## src/rtl/instr_sequencer.sv

```systemverilog
// Instruction-issue sequencer: fetches words from synchronous program memory, holds each
// for the control unit until it reports completion, and owns the PC on the shared bus.
module instr_sequencer #(
    parameter int unsigned DATA_W   = 16,
    parameter int unsigned ADDR_W   = 8,
    parameter int unsigned RESET_PC = 0
) (
    input  logic              i_clk,
    input  logic              i_rst,
    input  logic              i_run,
    output logic [ADDR_W-1:0] o_mem_addr,
    output logic              o_mem_rd,
    input  logic [DATA_W-1:0] i_mem_data,
    output logic [DATA_W-1:0] o_instr,
    output logic              o_new_instr,
    input  logic              i_cu_done,
    input  logic              i_pcin,
    input  logic              i_pcout,
    input  logic [DATA_W-1:0] i_bus_in,
    output logic [DATA_W-1:0] o_bus_out,
    output logic              o_busy
);

    typedef enum logic [2:0] {
        StIdle,
        StFetch,
        StWait,
        StExec,
        StRecover
    } state_e;

    state_e            r_state;
    state_e            w_state_next;
    logic [ADDR_W-1:0] r_pc;
    logic [DATA_W-1:0] r_instr;

    // Only the low ADDR_W bits of the bus can address program memory.
    logic w_bus_in_unused;
    assign w_bus_in_unused = ^i_bus_in[DATA_W-1:ADDR_W];

    always_ff @(posedge i_clk) begin
        if (!i_rst) begin
            r_state <= StIdle;
        end else begin
            r_state <= w_state_next;
        end
    end

    always_comb begin
        w_state_next = r_state;
        unique case (r_state)
            StIdle:    if (i_run) w_state_next = StFetch;
            StFetch:   w_state_next = StWait;
            StWait:    w_state_next = StExec;
            StExec:    if (i_cu_done) w_state_next = StRecover;
            StRecover: w_state_next = i_run ? StFetch : StIdle;
            default:   w_state_next = StIdle;
        endcase
    end

    always_comb begin
        o_mem_rd    = (r_state == StFetch);
        o_new_instr = (r_state != StExec);
        o_busy      = (r_state != StIdle);
    end

    always_ff @(posedge i_clk) begin
        if (!i_rst) begin
            r_pc    <= ADDR_W'(RESET_PC);
            r_instr <= '0;
        end else begin
            unique case (r_state)
                StWait: begin
                    r_instr <= i_mem_data;
                    r_pc    <= r_pc + ADDR_W'(1);
                end
                StExec: begin
                    if (i_pcin) r_pc <= i_bus_in[ADDR_W-1:0];
                end
                StRecover: r_instr <= '0;
                default: ;
            endcase
        end
    end

    assign o_mem_addr = r_pc;
    assign o_instr    = r_instr;
    assign o_bus_out  = i_pcout ? DATA_W'(r_pc) : '0;

endmodule

```

## config.mk

```make
export PLATFORM = sky130hd
export DESIGN_NAME = instr_sequencer
export DESIGN_NICKNAME = d
export VERILOG_FILES = /design/src/rtl/instr_sequencer.sv
export SDC_FILE = /design/constraint.sdc
export NUM_CORES = 1
export LEC_CHECK = 0
export ABC_AREA = 1
export CAP_MARGIN = 0
export CORE_UTILIZATION = 35
export DETAILED_ROUTE_END_ITERATION = 8
export HOLD_SLACK_MARGIN = 0.15
export PLACE_DENSITY = 0.74
export REMOVE_ABC_BUFFERS = 1
export SLEW_MARGIN = 20
export SYNTH_ARGS = -nofsm -noshare
export SYNTH_HDL_FRONTEND = slang
export SYNTH_SLANG_ARGS = --single-unit
```

## constraint.sdc

```tcl
create_clock -name i_clk -period 1.3 [get_ports i_clk]
set_input_delay 0.26 -clock i_clk [delete_from_list [all_inputs] [get_ports i_clk]]
set_output_delay 0.26 -clock i_clk [all_outputs]
set_load 0.01 [all_outputs]
```

**Yosys cells after proc, flatten, opt, wreduce, memory -nomap -nowiden**

Cells that the tools add are included.
Widths: inputs -> output; s select.

- Register bits after elaboration: 27
- Input port bits: 38
- Output and inout bits: 43
- Word-level logic and storage cells: 26

- Add/subtract/negate cells: 1
- Equal/unequal tests: 8
- Mux-type cells: 8
- Reductions and logical operators: 6

Operator list:

| kind | number |
|---|---|
| $pmux 16 s2 | 1 |
| $mux 8 | 2 |
| $pmux 8 s2 | 1 |
| $pmux 3 s5 | 1 |
| $add 8x1->8 const B | 1 |
| $eq 3x2->1 const B | 2 |
| $mux 3 | 2 |
| $ne 2x2->1 const B | 3 |
| $reduce_and 2->1 | 2 |
| $reduce_bool 2->1 | 2 |
| $eq 3x1->1 const B | 1 |
| $eq 3x3->1 const B | 1 |
| $logic_not 3->1 | 1 |
| $ne 3x2->1 const B | 1 |
| $reduce_bool 3->1 | 1 |
| $mux 1 | 1 |

**Longest topological paths before layout**

- Depth after elaboration: 3
- Gate-level depth with buffers: 8
- Depth with buffers taken out: 7

**Worst setup path after synthesis**

Ideal clock, no wire load.

- Kind: register to register
- Start: register r_pc[0], in the netlist o_mem_addr[0]
- End: register r_pc[6], in the netlist o_mem_addr[6]
- Library setup time: 0.117 ns
- Arrival: 1.089 ns
- Data required time: 1.183 ns
- Slack: 0.094 ns
- Cell stages (with the launch flop): 7
- Buffers on the path: 0
- Period minus slack after synthesis: 1.206 ns
- Path through: dfxtp_1 -> ha_1 -> nand3_1 -> o21ai_0 -> nand3_1 -> nand2_1 -> a21oi_1

- Word-level cells in the longest chain between the ends: 2

Ends and longest elaborated chain:

| item | RTL line | RTL |
|---|---|---|
| from (decl) | 34 | `logic [ADDR_W-1:0] r_pc;` |
| from (signal assigned) | 69 | `r_pc <= ADDR_W'(RESET_PC);` |
| from (signal assigned) | 75 | `r_pc <= r_pc + ADDR_W'(1);` |
| from (signal assigned) | 78 | `if (i_pcin) r_pc <= i_bus_in[ADDR_W-1:0];` |
| $add 8x1->8 | 75 |  |
| $pmux 8 s2 | 72 | `unique case (r_state)` |

Every way passes these cells.
A chain may end at the register's enable or synchronous reset.

**Final worst setup path**

- Start: register r_state[1]
- End: output port o_mem_rd

- Word-level cells in the longest chain between the ends: 1

Ends and longest elaborated chain:

| item | RTL line | RTL |
|---|---|---|
| from (decl) | 32 | `state_e r_state;` |
| from (signal assigned) | 43 | `r_state <= StIdle;` |
| from (signal assigned) | 45 | `r_state <= w_state_next;` |
| $eq 3x1->1 | 62 | `o_mem_rd = (r_state == StFetch);` |
| to (decl) | 12 | `output logic o_mem_rd,` |

Every way passes these cells.

==> summary.md <==
In this run the power spent charging and discharging nets is 738 uW. For the met3 track utilization from global routing, the log shows 0.0668. The element type at the critical path end is an output port. The xor/xnor cell area share of the yosys netlist is 0, and the count of unresolved DRC violations after routing is 0. At the worst endpoint, the arrival time is 1.04 ns. Across the run, the number of max-cap violations was 0. For the number of instances in the synthesized netlist, the log shows 201. For the routing usage on met1, the log shows 0.191. For the final hold violation count, the log shows 0. The worst register-to-register path begins at r_state[1]. The logs give 4000 sq um for the placeable core area and 5520 microns for the first-pass GRT wire length. The relative contribution of sequential cells to total power is 0.423, and the leakage power is 1.12 nW. For this run the aggregate overflow at the end of global routing stands at 0.

The cell area power density works out to 961 nW/um^2. At the later pin of the worst-skew pair, clock insertion delay measures 0.28 ns. The floorplan die width is 66.6 microns, and the total wire length is 3540 microns.

The switching share of total power was 0.330. After synthesis, the largest family of logic cells by area is simple AND/OR/NAND/NOR gates. The delay of the slowest cell on the worst path came out at 0.34 ns.

The synthesized design spends more area on one cell type than any other, namely dfxtp_1. For this run, the number of Yosys warnings is 0. TritonCTS built the clock tree.

Across the VDD grid, the largest voltage drop is 0.572 mV. The checks that failed: negative setup slack. The run gives 0.365 as the starting utilization of the core area. The startpoint type of the worst setup path is a flip-flop. The DRC violation total after the first TritonRoute iteration was 87.

The signed area change from the synthesized netlist to the final layout came out at 59.4%. The run gives 0 as the initial antenna violation count. The clock slew seen by the registers of the worst setup and hold paths was 0.11 ns; the worst hold path stage count was 2. The global-route usage over all layers is 0.162. CTS saw 27 sinks. The post-route clock period utilization is 1.00, and the post-synthesis average cell area is 7.27 sq um. The worst flop-to-flop path endpoint was o_instr[5]. Layer with the highest usage after global routing: met2.

For hold timing, the worst endpoint is o_instr[1]. The detailed-route vias per instance works out to 4.49. The share of the synthesized area in the top cell type was 0.370.

The tools report the fraction of the yosys area taken by sequential cells as 0.370. The start point of the worst min-delay path is o_instr[1]. The maximum number of pins on one net before global-route repair was 20; the count of nets left with antenna violations after detail routing was 0. Post-detailed-placement half-perimeter wirelength: 2570 microns. The most used flip-flop cell after synthesis was dfxtp_1.

The logs give 1 for the H-tree level count and 384 for the number of filler instances in the final layout. The flow ran to the end, but the final reports show violations. The adder-cell share of the synthesized area is 0.00856, and the combinational share of power is 0.350. The routing usage on met2 was 0.263; the number of enable-type register cells in the synthesized netlist was 0. Quantity of I/O buffers inserted on ports: 64.

For this run, the detailed router's first-pass iteration total came to 4. Counting instances in the post-synthesis netlist gives the leading cell types as nand2_1 (42), dfxtp_1 (27), inv_1 (19), nand2_2 (19), a21oi_1 (17). The run gives 0 as the final-report max-slew violation count. The final weighted congestion of routability-driven global placement came out at 0.864. The share of synthesized cell area in and, or, nand and nor gates is 0.301. Measured along the y axis, the die boundary spans 66.6 microns.

The repair_antennas step left the layout with diodes totalling 0. The most instantiated library cell after synthesis was nand2_1. The number of distinct library cells after synthesis is 28, and the flop and latch count out of synthesis is 27. Category of the most critical setup path: flip-flop to output port. At the end of the flow, the number of nets in the layout was 323.

The area enclosed by the die boundary was 4440 sq um. The number of cells on the worst reg-to-reg path is 8. The run gives 0.227 as the proportion of power drawn by the clock network. The total of endpoints with negative setup slack in the final report came out at 1. The internal power consumption was 1.50 mW; the post-route setup TNS was -0.000804 ns. The run gives -0.000804 ns as the final worst setup slack. The reg2reg setup slack is 0.05 ns, and the mux share of post-synthesis cell area is 0. The share of the synthesized area in compound gates (AO/OA/AOI/OAI) was 0.176; the number of placement rows was 23. The share of final-layout standard cells stronger than drive strength 1 works out to 0.307. Setup repair after global routing could not meet its margin everywhere. Sorting the synthesized cells by area gives the leading types as dfxtp_1 (37%), nand2_1 (11%), nand2_2 (8.1%), a21oi_2 (6.6%), a21oi_1 (5.8%). Detailed routing inserted a total of 1494 vias. The routed design could run at a clock period as short as 1.30 ns. The critical path goes through buf_6, nor3_4, buf_2.

The tools report the maximum achievable frequency as 769 MHz. The async set or reset register ratio after synthesis is 0. The tools report the library cell used as clock root buffer as clkbuf_8.

The critical path required time is 1.04 ns, and the average wire length per cell after detail routing is 10.6 microns. The number of clock buffers added by TritonCTS is 3. The mapped netlist covers 1460 sq um. Along the worst path, the maximum fanout reaches 2. The path class of the tightest hold or removal check is flip-flop to flip-flop. The completed layout was analyzed and its total power is 2.24 mW. The largest clock skew in the final design came out at 0.00763 ns. In this run the deepest clock path goes through 2 buffers. The slowest stage of the critical path is the dfxtp_2 cell. The run gives 81 as the count of boundary I/O pins. The via count of the first global-routing pass came out at 1291.
cells by family after synthesis:
family          after synthesis
compound gates               39
fa+ha+maj                     1
buf+inv                      40
flops                        27
other cells                   1
simple gates                 93
worst max-delay path: cells and delay by family, from the launching register on:
kind / cells / cell delay (ns)
and+or+nand+nor: 1 / 0.17
buffers and inverters: 2 / 0.26
DFF: 1 / 0.34
sequential cells by signal, indices dropped and copies added (netlist names):
register and cells:
o_instr 16, o_mem_addr 8, r_state 3
metal layers:
metal,up-vias,part of all wire
met3,2,0.10
met1,649,0.46
li1,784,-
met2,59,0.43
met4,0,0.0065
met5,-,0
metrics by stage:
stage | cell area [sq um] | hold WS [ns] | std cells | setup slack, ns | util
final | 2330 | 0.465 | 333 | -0.000804 | 0.582
after global routing | 2330 | 0.482 | 333 | -0.0518 | 0.582
after CTS | 2290 | 0.468 | 333 | -0.0369 | 0.572
after detailed placement | 2240 | 0.456 | 327 | -0.551 | 0.559
after global placement | 2240 | 0.446 | 327 | -0.515 | 0.559
after floorplan | 1380 | 0.399 | 194 | 0.0404 | -
cell type report:
cell class	count	area, sq um	share of cell area
Multi-Input combinational cell	141	767	0.329
Inverter	26	113	0.0483
Sequential cell	27	557	0.239
Clock buffer	3	41.3	0.0177
Tap cell	50	62.6	0.0269
Timing Repair Buffer	85	782	0.336
Clock inverter	1	7.51	0.00322
worst max-delay path by stage:
stage / from / end / slack [ns] / cells past startpoint
after global placement: i_pcout / o_bus_out[7] / -0.51 / 4
after detailed placement: i_pcout / o_bus_out[1] / -0.55 / 4
after global routing: r_state[1] / o_mem_rd / -0.05 / 3
after floorplan: r_state[2] / r_state[0] / 0.04 / 5
final: r_state[1] / o_mem_rd / -0.0008 / 3
after CTS: r_state[1] / o_mem_rd / -0.04 / 3
timing repair:
action,4_1_cts,5_1_grt
hold endpoints to repair,0,0
resized for setup,65,17
setup endpoints to repair,51,18
buffers inserted,2,0
hold buffers,0,0
pin swaps,1,2
power by group through the flow:
stage / logic [mW] / clock network (mW) / registers [mW]
4_1_cts: 0.755 / 0.522 / 0.944
2_1_floorplan: 0.332 / 0 / 0.992
6_report: 0.784 / 0.509 / 0.947
3_5_place_dp: 0.769 / 0 / 0.957
3_3_place_gp: 0.761 / 0 / 0.959
5_1_grt: 0.859 / 0.550 / 0.957
layout by cell type, fill, tap and decap left out, types with 2 or more instances in the layout:
| cell | netlist | layout |
|---|---|---|
| clkdlybuf4s50_1 | 0 | 28 |
| nand2_1 | 42 | 42 |
| nor3_1 | 3 | 2 |
| inv_1 | 19 | 19 |
| nand2_2 | 19 | 19 |
| a21oi_1 | 17 | 15 |
| buf_6 | 2 | 7 |
| inv_2 | 5 | 2 |
| clkbuf_8 | 0 | 3 |
| clkdlybuf4s15_1 | 0 | 2 |
| o22ai_1 | 2 | 2 |
| nor2_1 | 13 | 12 |
| nand3_1 | 12 | 12 |
| dfxtp_2 | 0 | 10 |
| a21oi_2 | 11 | 13 |
| o21ai_0 | 4 | 4 |
| buf_2 | 0 | 3 |
| inv_4 | 1 | 3 |
| buf_4 | 8 | 13 |
| o21ai_1 | 2 | 2 |
| conb_1 | 1 | 8 |
| dlygate4sd2_1 | 0 | 29 |
| nor2_4 | 1 | 2 |
| dfxtp_1 | 27 | 16 |
Note: power is estimated with default switching activity, not from simulation.
